===== src/rtl/sdram_port_arbiter_if.sv =====
// Handshake bundle between the AHB requesters, refresh timer, scheduler and the
// SDRAM port arbiter. "master" is the requester/scheduler side.
interface sdram_port_arbiter_if #(
  parameter int PORTS = 2
);
  logic [PORTS-1:0] rdreq_i;
  logic [PORTS-1:0] wrreq_i;
  logic [PORTS-1:0] wbr_i;
  logic             refresh_req_i;
  logic             done_i;
  logic [PORTS-1:0] gnt_o;
  logic             gnt_wr_o;
  logic             gnt_valid_o;
  logic             refresh_gnt_o;
  logic [PORTS-1:0] rdack_o;
  logic [PORTS-1:0] wrack_o;
  logic [PORTS-1:0] starved_o;

  modport master (
    output rdreq_i, wrreq_i, wbr_i, refresh_req_i, done_i,
    input  gnt_o, gnt_wr_o, gnt_valid_o, refresh_gnt_o, rdack_o, wrack_o, starved_o
  );

  modport slave (
    input  rdreq_i, wrreq_i, wbr_i, refresh_req_i, done_i,
    output gnt_o, gnt_wr_o, gnt_valid_o, refresh_gnt_o, rdack_o, wrack_o, starved_o
  );
endinterface


===== src/rtl/sdram_port_arbiter.sv =====
// Arbitrates the SDRAM scheduler between PORTS requesters and auto-refresh.
// Priority: refresh, starved ports, control port, round-robin.

module sdram_port_arbiter_wait_ctr #(
  parameter int MAX_WAIT = 16,
  parameter int CW       = 5
) (
  input  logic clk_i,
  input  logic rst_ni,
  input  logic req_i,
  input  logic gnt_i,
  output logic starved_o
);
  logic [CW-1:0] cnt_q, cnt_d;

  always_comb begin
    cnt_d = cnt_q;
    if (!req_i || gnt_i)                cnt_d = '0;
    else if (cnt_q != CW'(MAX_WAIT))    cnt_d = cnt_q + CW'(1);
  end

  always_ff @(posedge clk_i or negedge rst_ni)
    if (!rst_ni) cnt_q <= '0;
    else         cnt_q <= cnt_d;

  assign starved_o = (cnt_q == CW'(MAX_WAIT));
endmodule

module sdram_port_arbiter #(
  parameter int PORTS     = 2,
  parameter int CTRL_PORT = 0,
  parameter int MAX_WAIT  = 16
) (
  input  logic                 clk_i,
  input  logic                 rst_ni,
  sdram_port_arbiter_if.slave  bus
);
  localparam int PW = (PORTS > 1) ? $clog2(PORTS) : 1;
  localparam int CW = $clog2(MAX_WAIT + 1);

  typedef enum logic [1:0] {IDLE, PORT, REFRESH} state_e;

  state_e           state_q, state_d;
  logic [PORTS-1:0] gnt_q, gnt_d;
  logic             gnt_wr_q, gnt_wr_d;
  logic             gnt_valid_q, gnt_valid_d;
  logic             refresh_gnt_q, refresh_gnt_d;
  logic [PW-1:0]    ptr_q, ptr_d;

  logic [PORTS-1:0] req, starved, sel_oh, load;
  logic             sel_found, sel_wr;
  logic [PW-1:0]    sel_idx;
  logic [PW:0]      idx;

  assign req = bus.rdreq_i | bus.wrreq_i;

  // Winner search; each stage only fires if nothing above it already matched.
  always_comb begin
    sel_found = 1'b0;
    sel_idx   = '0;
    idx       = '0;
    for (int p = 0; p < PORTS; p++)
      if (!sel_found && req[p] && starved[p]) begin
        sel_found = 1'b1;
        sel_idx   = PW'(p);
      end
    if (!sel_found && req[CTRL_PORT]) begin
      sel_found = 1'b1;
      sel_idx   = PW'(CTRL_PORT);
    end
    for (int k = 1; k <= PORTS; k++) begin
      idx = {1'b0, ptr_q} + (PW+1)'(k);
      if (idx >= (PW+1)'(PORTS)) idx = idx - (PW+1)'(PORTS);
      if (!sel_found && idx[PW-1:0] != PW'(CTRL_PORT) && req[idx[PW-1:0]]) begin
        sel_found = 1'b1;
        sel_idx   = idx[PW-1:0];
      end
    end
  end

  assign sel_oh = sel_found ? (PORTS'(1) << sel_idx) : '0;
  // Write wins only when the read is blocked by write-before-read or absent.
  assign sel_wr = ~|(sel_oh & bus.rdreq_i & ~bus.wbr_i) & |(sel_oh & bus.wrreq_i);

  always_comb begin
    state_d       = state_q;
    gnt_d         = gnt_q;
    gnt_wr_d      = gnt_wr_q;
    gnt_valid_d   = gnt_valid_q;
    refresh_gnt_d = refresh_gnt_q;
    ptr_d         = ptr_q;
    load          = '0;
    case (state_q)
      IDLE: begin
        if (bus.refresh_req_i) begin
          state_d       = REFRESH;
          refresh_gnt_d = 1'b1;
        end else if (sel_found) begin
          state_d     = PORT;
          gnt_d       = sel_oh;
          gnt_wr_d    = sel_wr;
          gnt_valid_d = 1'b1;
          load        = sel_oh;
          if (sel_idx != PW'(CTRL_PORT)) ptr_d = sel_idx;
        end
      end
      PORT: begin
        if (bus.done_i) begin
          state_d     = IDLE;
          gnt_d       = '0;
          gnt_wr_d    = 1'b0;
          gnt_valid_d = 1'b0;
        end
      end
      REFRESH: begin
        if (bus.done_i) begin
          state_d       = IDLE;
          refresh_gnt_d = 1'b0;
        end
      end
      default: begin
        state_d       = IDLE;
        gnt_d         = '0;
        gnt_wr_d      = 1'b0;
        gnt_valid_d   = 1'b0;
        refresh_gnt_d = 1'b0;
      end
    endcase
  end

  always_ff @(posedge clk_i or negedge rst_ni)
    if (!rst_ni) begin
      state_q       <= IDLE;
      gnt_q         <= '0;
      gnt_wr_q      <= 1'b0;
      gnt_valid_q   <= 1'b0;
      refresh_gnt_q <= 1'b0;
      ptr_q         <= PW'(PORTS - 1);
    end else begin
      state_q       <= state_d;
      gnt_q         <= gnt_d;
      gnt_wr_q      <= gnt_wr_d;
      gnt_valid_q   <= gnt_valid_d;
      refresh_gnt_q <= refresh_gnt_d;
      ptr_q         <= ptr_d;
    end

  // Counter clears on the edge a port wins as well as while it holds the grant.
  sdram_port_arbiter_wait_ctr #(.MAX_WAIT(MAX_WAIT), .CW(CW)) u_wait [PORTS-1:0] (
    .clk_i    (clk_i),
    .rst_ni   (rst_ni),
    .req_i    (req),
    .gnt_i    (gnt_q | load),
    .starved_o(starved)
  );

  assign bus.gnt_o         = gnt_q;
  assign bus.gnt_wr_o      = gnt_wr_q;
  assign bus.gnt_valid_o   = gnt_valid_q;
  assign bus.refresh_gnt_o = refresh_gnt_q;
  assign bus.rdack_o       = {PORTS{bus.done_i & ~gnt_wr_q}} & gnt_q;
  assign bus.wrack_o       = {PORTS{bus.done_i &  gnt_wr_q}} & gnt_q;
  assign bus.starved_o     = starved;
endmodule


===== src/flat_wrapper.sv =====
// flat-port wrapper written by rule: the top's interface ports become plain ports
module sdram_port_arbiter_flat 
#(
  parameter int PORTS     = 2,
  parameter int CTRL_PORT = 0,
  parameter int MAX_WAIT  = 16
)
  (clk_i, rst_ni, bus_rdreq_i, bus_wrreq_i, bus_wbr_i, bus_refresh_req_i, bus_done_i, bus_gnt_o, bus_gnt_wr_o, bus_gnt_valid_o, bus_refresh_gnt_o, bus_rdack_o, bus_wrack_o, bus_starved_o);
  sdram_port_arbiter_if #(.PORTS(PORTS)) bus_i ();
  input  logic clk_i;
  input  logic rst_ni;
  input wire logic [$bits(bus_i.rdreq_i)-1:0] bus_rdreq_i;
  input wire logic [$bits(bus_i.wrreq_i)-1:0] bus_wrreq_i;
  input wire logic [$bits(bus_i.wbr_i)-1:0] bus_wbr_i;
  input wire logic [$bits(bus_i.refresh_req_i)-1:0] bus_refresh_req_i;
  input wire logic [$bits(bus_i.done_i)-1:0] bus_done_i;
  output wire logic [$bits(bus_i.gnt_o)-1:0] bus_gnt_o;
  output wire logic [$bits(bus_i.gnt_wr_o)-1:0] bus_gnt_wr_o;
  output wire logic [$bits(bus_i.gnt_valid_o)-1:0] bus_gnt_valid_o;
  output wire logic [$bits(bus_i.refresh_gnt_o)-1:0] bus_refresh_gnt_o;
  output wire logic [$bits(bus_i.rdack_o)-1:0] bus_rdack_o;
  output wire logic [$bits(bus_i.wrack_o)-1:0] bus_wrack_o;
  output wire logic [$bits(bus_i.starved_o)-1:0] bus_starved_o;
  assign bus_i.rdreq_i = bus_rdreq_i;
  assign bus_i.wrreq_i = bus_wrreq_i;
  assign bus_i.wbr_i = bus_wbr_i;
  assign bus_i.refresh_req_i = bus_refresh_req_i;
  assign bus_i.done_i = bus_done_i;
  assign bus_gnt_o = bus_i.gnt_o;
  assign bus_gnt_wr_o = bus_i.gnt_wr_o;
  assign bus_gnt_valid_o = bus_i.gnt_valid_o;
  assign bus_refresh_gnt_o = bus_i.refresh_gnt_o;
  assign bus_rdack_o = bus_i.rdack_o;
  assign bus_wrack_o = bus_i.wrack_o;
  assign bus_starved_o = bus_i.starved_o;
  sdram_port_arbiter #(.PORTS(PORTS), .CTRL_PORT(CTRL_PORT), .MAX_WAIT(MAX_WAIT)) u_core (.clk_i(clk_i), .rst_ni(rst_ni), .bus(bus_i));
endmodule

===== config.mk =====
export PLATFORM = sky130hd
export DESIGN_NAME = sdram_port_arbiter_flat
export DESIGN_NICKNAME = d
export VERILOG_FILES = /design/src/rtl/sdram_port_arbiter_if.sv /design/src/rtl/sdram_port_arbiter.sv /design/src/flat_wrapper.sv
export SDC_FILE = /design/constraint.sdc
export NUM_CORES = 1
export LEC_CHECK = 0
export CORE_ASPECT_RATIO = 0.75
export CORE_UTILIZATION = 55
export DETAILED_ROUTE_END_ITERATION = 8
export DONT_BUFFER_PORTS = 1
export PLACE_DENSITY = 0.75
export SLEW_MARGIN = 20
export SYNTH_ARGS = -nofsm -noshare
export SYNTH_HDL_FRONTEND = slang
export SYNTH_SLANG_ARGS = --single-unit

===== constraint.sdc =====
create_clock -name clk_i -period 2 [get_ports clk_i]
set_clock_uncertainty 0.15 [all_clocks]
set_input_delay 0.4 -clock clk_i [delete_from_list [all_inputs] [get_ports clk_i]]
set_output_delay 0.4 -clock clk_i [all_outputs]
set_load 0.01 [all_outputs]

==> results.md <==
- Min-delay worst type: in -> reg
- Setup crit start kind: flop
- Final setup vio count: 0
- Total wire length: about 2100 um
- MaxCap Viol Count: 0
- Critical Path Fanout Max: 5
- Initial antenna violation count: 0
- Drt pass-1 iters: 4
- Largest family of logic cells by synthesized area: simple AND/OR/NAND/NOR gates
- Register area share after synthesis: 0.405
- Worst slack on hold paths: 0.112 ns
- VDD IR max: between 0.0006 and 0.0007 V
- Met2 usage in global routing: 0.367
- Final Critical Period: between 1.5 and 2 ns
- Met3 Use GR: 0.0853
- FILL cells: around 140
- Slew @ Worst Pin: roughly 0.76 ns
- TritonCTS Sinks: 17
- Area Overhead vs Synth: 11.5%
- Vias per cell: 5.76
- Status: completed
- Number of global-route vias before repair: 700
- Post-route cell area: 0.00117 mm2
- Detailed-route via count: approximately 810
- Initial DRC count: 19
- DRC: 0
- Final Hold Viols: 0
- Slew Limit Fails: 0
- Compound-Gate Fraction of Synth Area: 0.162
- Wire per inst: about 15 um
- Cells after DPL: 130
- Syn Nets: between 100 and 150
- Multi-input gate area: about 570 um2
- Largest net degree at the start of global routing: 18
- Initial core utilization: 0.598
- Power Dens Cells: approximately 1200 mW/mm2
- Synth Warn #: 0
- Site row count: 13
- TritonCTS clock tree: built
- Post-Synth Simple-Gate Area: 0.210
- Flip-flop and latch area: roughly 430 um2
- Top Usage Layer GRT: met2
- Worst-path clk slew: around 0.11 ns
- Critical Path End Type: primary output
- Global-route wire length before repair: 3190 um
- Syn_area_per_cell: 9.73 um2
- Distinct cell type count after synthesis: 34
- Fin nets: approximately 140
- Slowest cell on the critical path: dfrtp_1
- PortBufs: 0
- Worst Path Arrival: between 1 and 1.5 ns
- Die H: between 30 and 40 um
- Total congestion overflow: 0
- Cell Chain, Critical Path: inv_1 -> ha_1 -> nand4bb_1 -> buf_4 -> inv_2
- Synth Area in Adders: 0.0833
- Number of synthesized flops with an enable pin: 0
- Grt met1 use: 0.281
- Top FF cell, synth: dfrtp_1
- Synth Area in XOR/XNOR: 0.0583
- IO Pins: 21
- Die footprint: between 0.002 and 0.0025 mm2
- CTS Root Cell: clkbuf_4
- Cell Count, Final, Fillers Out: 140
- Crit path kind: reg -> out
- Fraction of synthesized area in multiplexers: 0.00952
- Post-synthesis cell count: about 110
- Critical path required time: between 1 and 1.5 ns
- TritonCTS buffer count: 3
- F_max: approximately 520 MHz
- Remaining antenna violation count after routing: 0
- Ratio of cells with drive above 1 in the final layout: 0.195
- Max incr delay on CP: approximately 0.4 ns
- Normalized max-slew margin: 0.494
- Placer Congestion: about 0.86
- Async SR Flop Fraction: 1.00
- Chip Width: around 52 um
- Tcrit/Tclk final: 0.962
- Leakage: 0.565 nW
- FF+latch count, synth: 17
- Detailed-placement wirelength estimate: roughly 1600 um
- Clock Tree Buf Depth: 2
- Gr usage total: 0.227
- Core Region: approximately 0.0018 mm2
- Dpl cell area: approximately 0.0011 mm2
- Diodes inserted: 0
- Clock Latency Late Sink: 0.30 ns
- Area of the mapped netlist: ~0.0011 mm2
- H-tree depth: 1
report_power, final:
part	leakage (nW)	internal, mW	switching, mW	total [mW]
clock network	0.0139	0.0763	0.115	0.191
logic	0.327	0.277	0.302	0.579
registers	0.224	0.451	0.133	0.584
metrics by stage:
stage / util / power, mW / setup WS [ns] / TNS (ns)
final: 0.667 / 1.35 / 0.0757 / 0
after global routing: 0.667 / 1.46 / -0.00169 / -0.00169
after CTS: 0.645 / 1.29 / 0.00999 / 0
after detailed placement: 0.613 / 1.10 / -0.0827 / -0.223
after global placement: 0.613 / 1.06 / 0.0462 / 0
after floorplan: - / 0.953 / 0.145 / 0
kinds of logic after synthesis:
group           count (synthesis)
flops                          17
compound gates                 23
xor+xnor                        7
simple gates                   37
mux                             1
fa+ha+maj                       7
buf+inv                        16
worst max-delay path: cells and delay by family (launching register included):
kind	cells	cell delay, ns
DFF	1	0.41
buffers and inverters	3	0.38
adders and majority gates	1	0.14
and+or+nand+nor	1	0.14
cell usage in the layout (no fill, tap or decap), types with 2 or more instances in the layout:
cell type | synthesis | layout
dfrtp_1 | 17 | 17
nor2_1 | 14 | 14
inv_1 | 12 | 10
buf_4 | 2 | 9
nand2_1 | 7 | 7
a21oi_1 | 7 | 7
ha_1 | 7 | 7
nand3_1 | 4 | 4
xor2_1 | 4 | 4
xnor2_1 | 3 | 3
nor3_2 | 3 | 3
clkbuf_4 | 0 | 3
inv_2 | 0 | 2
and3_1 | 2 | 2
a211o_4 | 0 | 2
a32o_1 | 2 | 2
a21o_1 | 2 | 2
cell usage after synthesis (all sizes together) (2+ instances only):
cell   instances  area, um2
o21ai          2       10.0
dfrtp         17        425
nand3          5       37.5
a21o           2       15.0
a32o           2       20.0
and3           2       12.5
nor2          14       52.6
buf            4       31.3
ha             7       87.6
a211o          3       26.3
xnor2          3       26.3
a21oi          7       35.0
inv           12       45.0
nand2          7       26.3
xor2           4       35.0
nor3           3       30.0
final timing paths:
kind / start / endpoint / depth (start not counted) / slack, ns
min in group asynchronous: rst_ni / u_core.bus.gnt_valid_o / 1 / 0.45
min: bus_refresh_req_i / u_core.state_q[1] / 1 / 0.11
min reg2reg: u_core.u_wait[1].cnt_q[4] / u_core.u_wait[1].cnt_q[4] / 2 / 0.42
max: u_core.u_wait[0].cnt_q[0] / bus_starved_o[0] / 5 / 0.08
max in group asynchronous: rst_ni / u_core.state_q[0] / 1 / 0.77
max reg2reg: u_core.u_wait[1].cnt_q[0] / u_core.u_wait[1].cnt_q[2] / 7 / 0.09
per-layer routing:
metal,wire length (um),part of all wire,up-vias
met4,26,0.012,0
met2,1020,0.49,26
met1,951,0.45,383
met5,0,0,-
li1,-,-,393
met3,94,0.045,4
sequential cells by signal, indices dropped and copies added, names as in the netlist:
name and flops:
u_core.u_wait.cnt_q 10, u_core.bus.gnt_o 2, u_core.state_q 2, u_core.bus.gnt_valid_o 1, u_core.bus.gnt_wr_o 1, u_core.bus.refresh_gnt_o 1
final cells by class:
cell class | instances | share of cell area
Sequential cell | 17 | 0.363
Clock buffer | 3 | 0.0192
Multi-Input combinational cell | 75 | 0.483
Clock inverter | 1 | 0.00640
Inverter | 12 | 0.0384
Timing Repair Buffer | 10 | 0.0662
Tap cell | 22 | 0.0235
what timing repair did:
action                                  4_1_cts  5_1_grt
endpoints found under the setup margin        8       10
pin swaps                                     1        0
buffers inserted                              2        3
endpoints found under the hold margin        17        0
hold buffers                                  1        0
gates cloned                                  0        0
gates resized for setup                       1        3
Note: power is estimated with default switching activity, not from simulation.
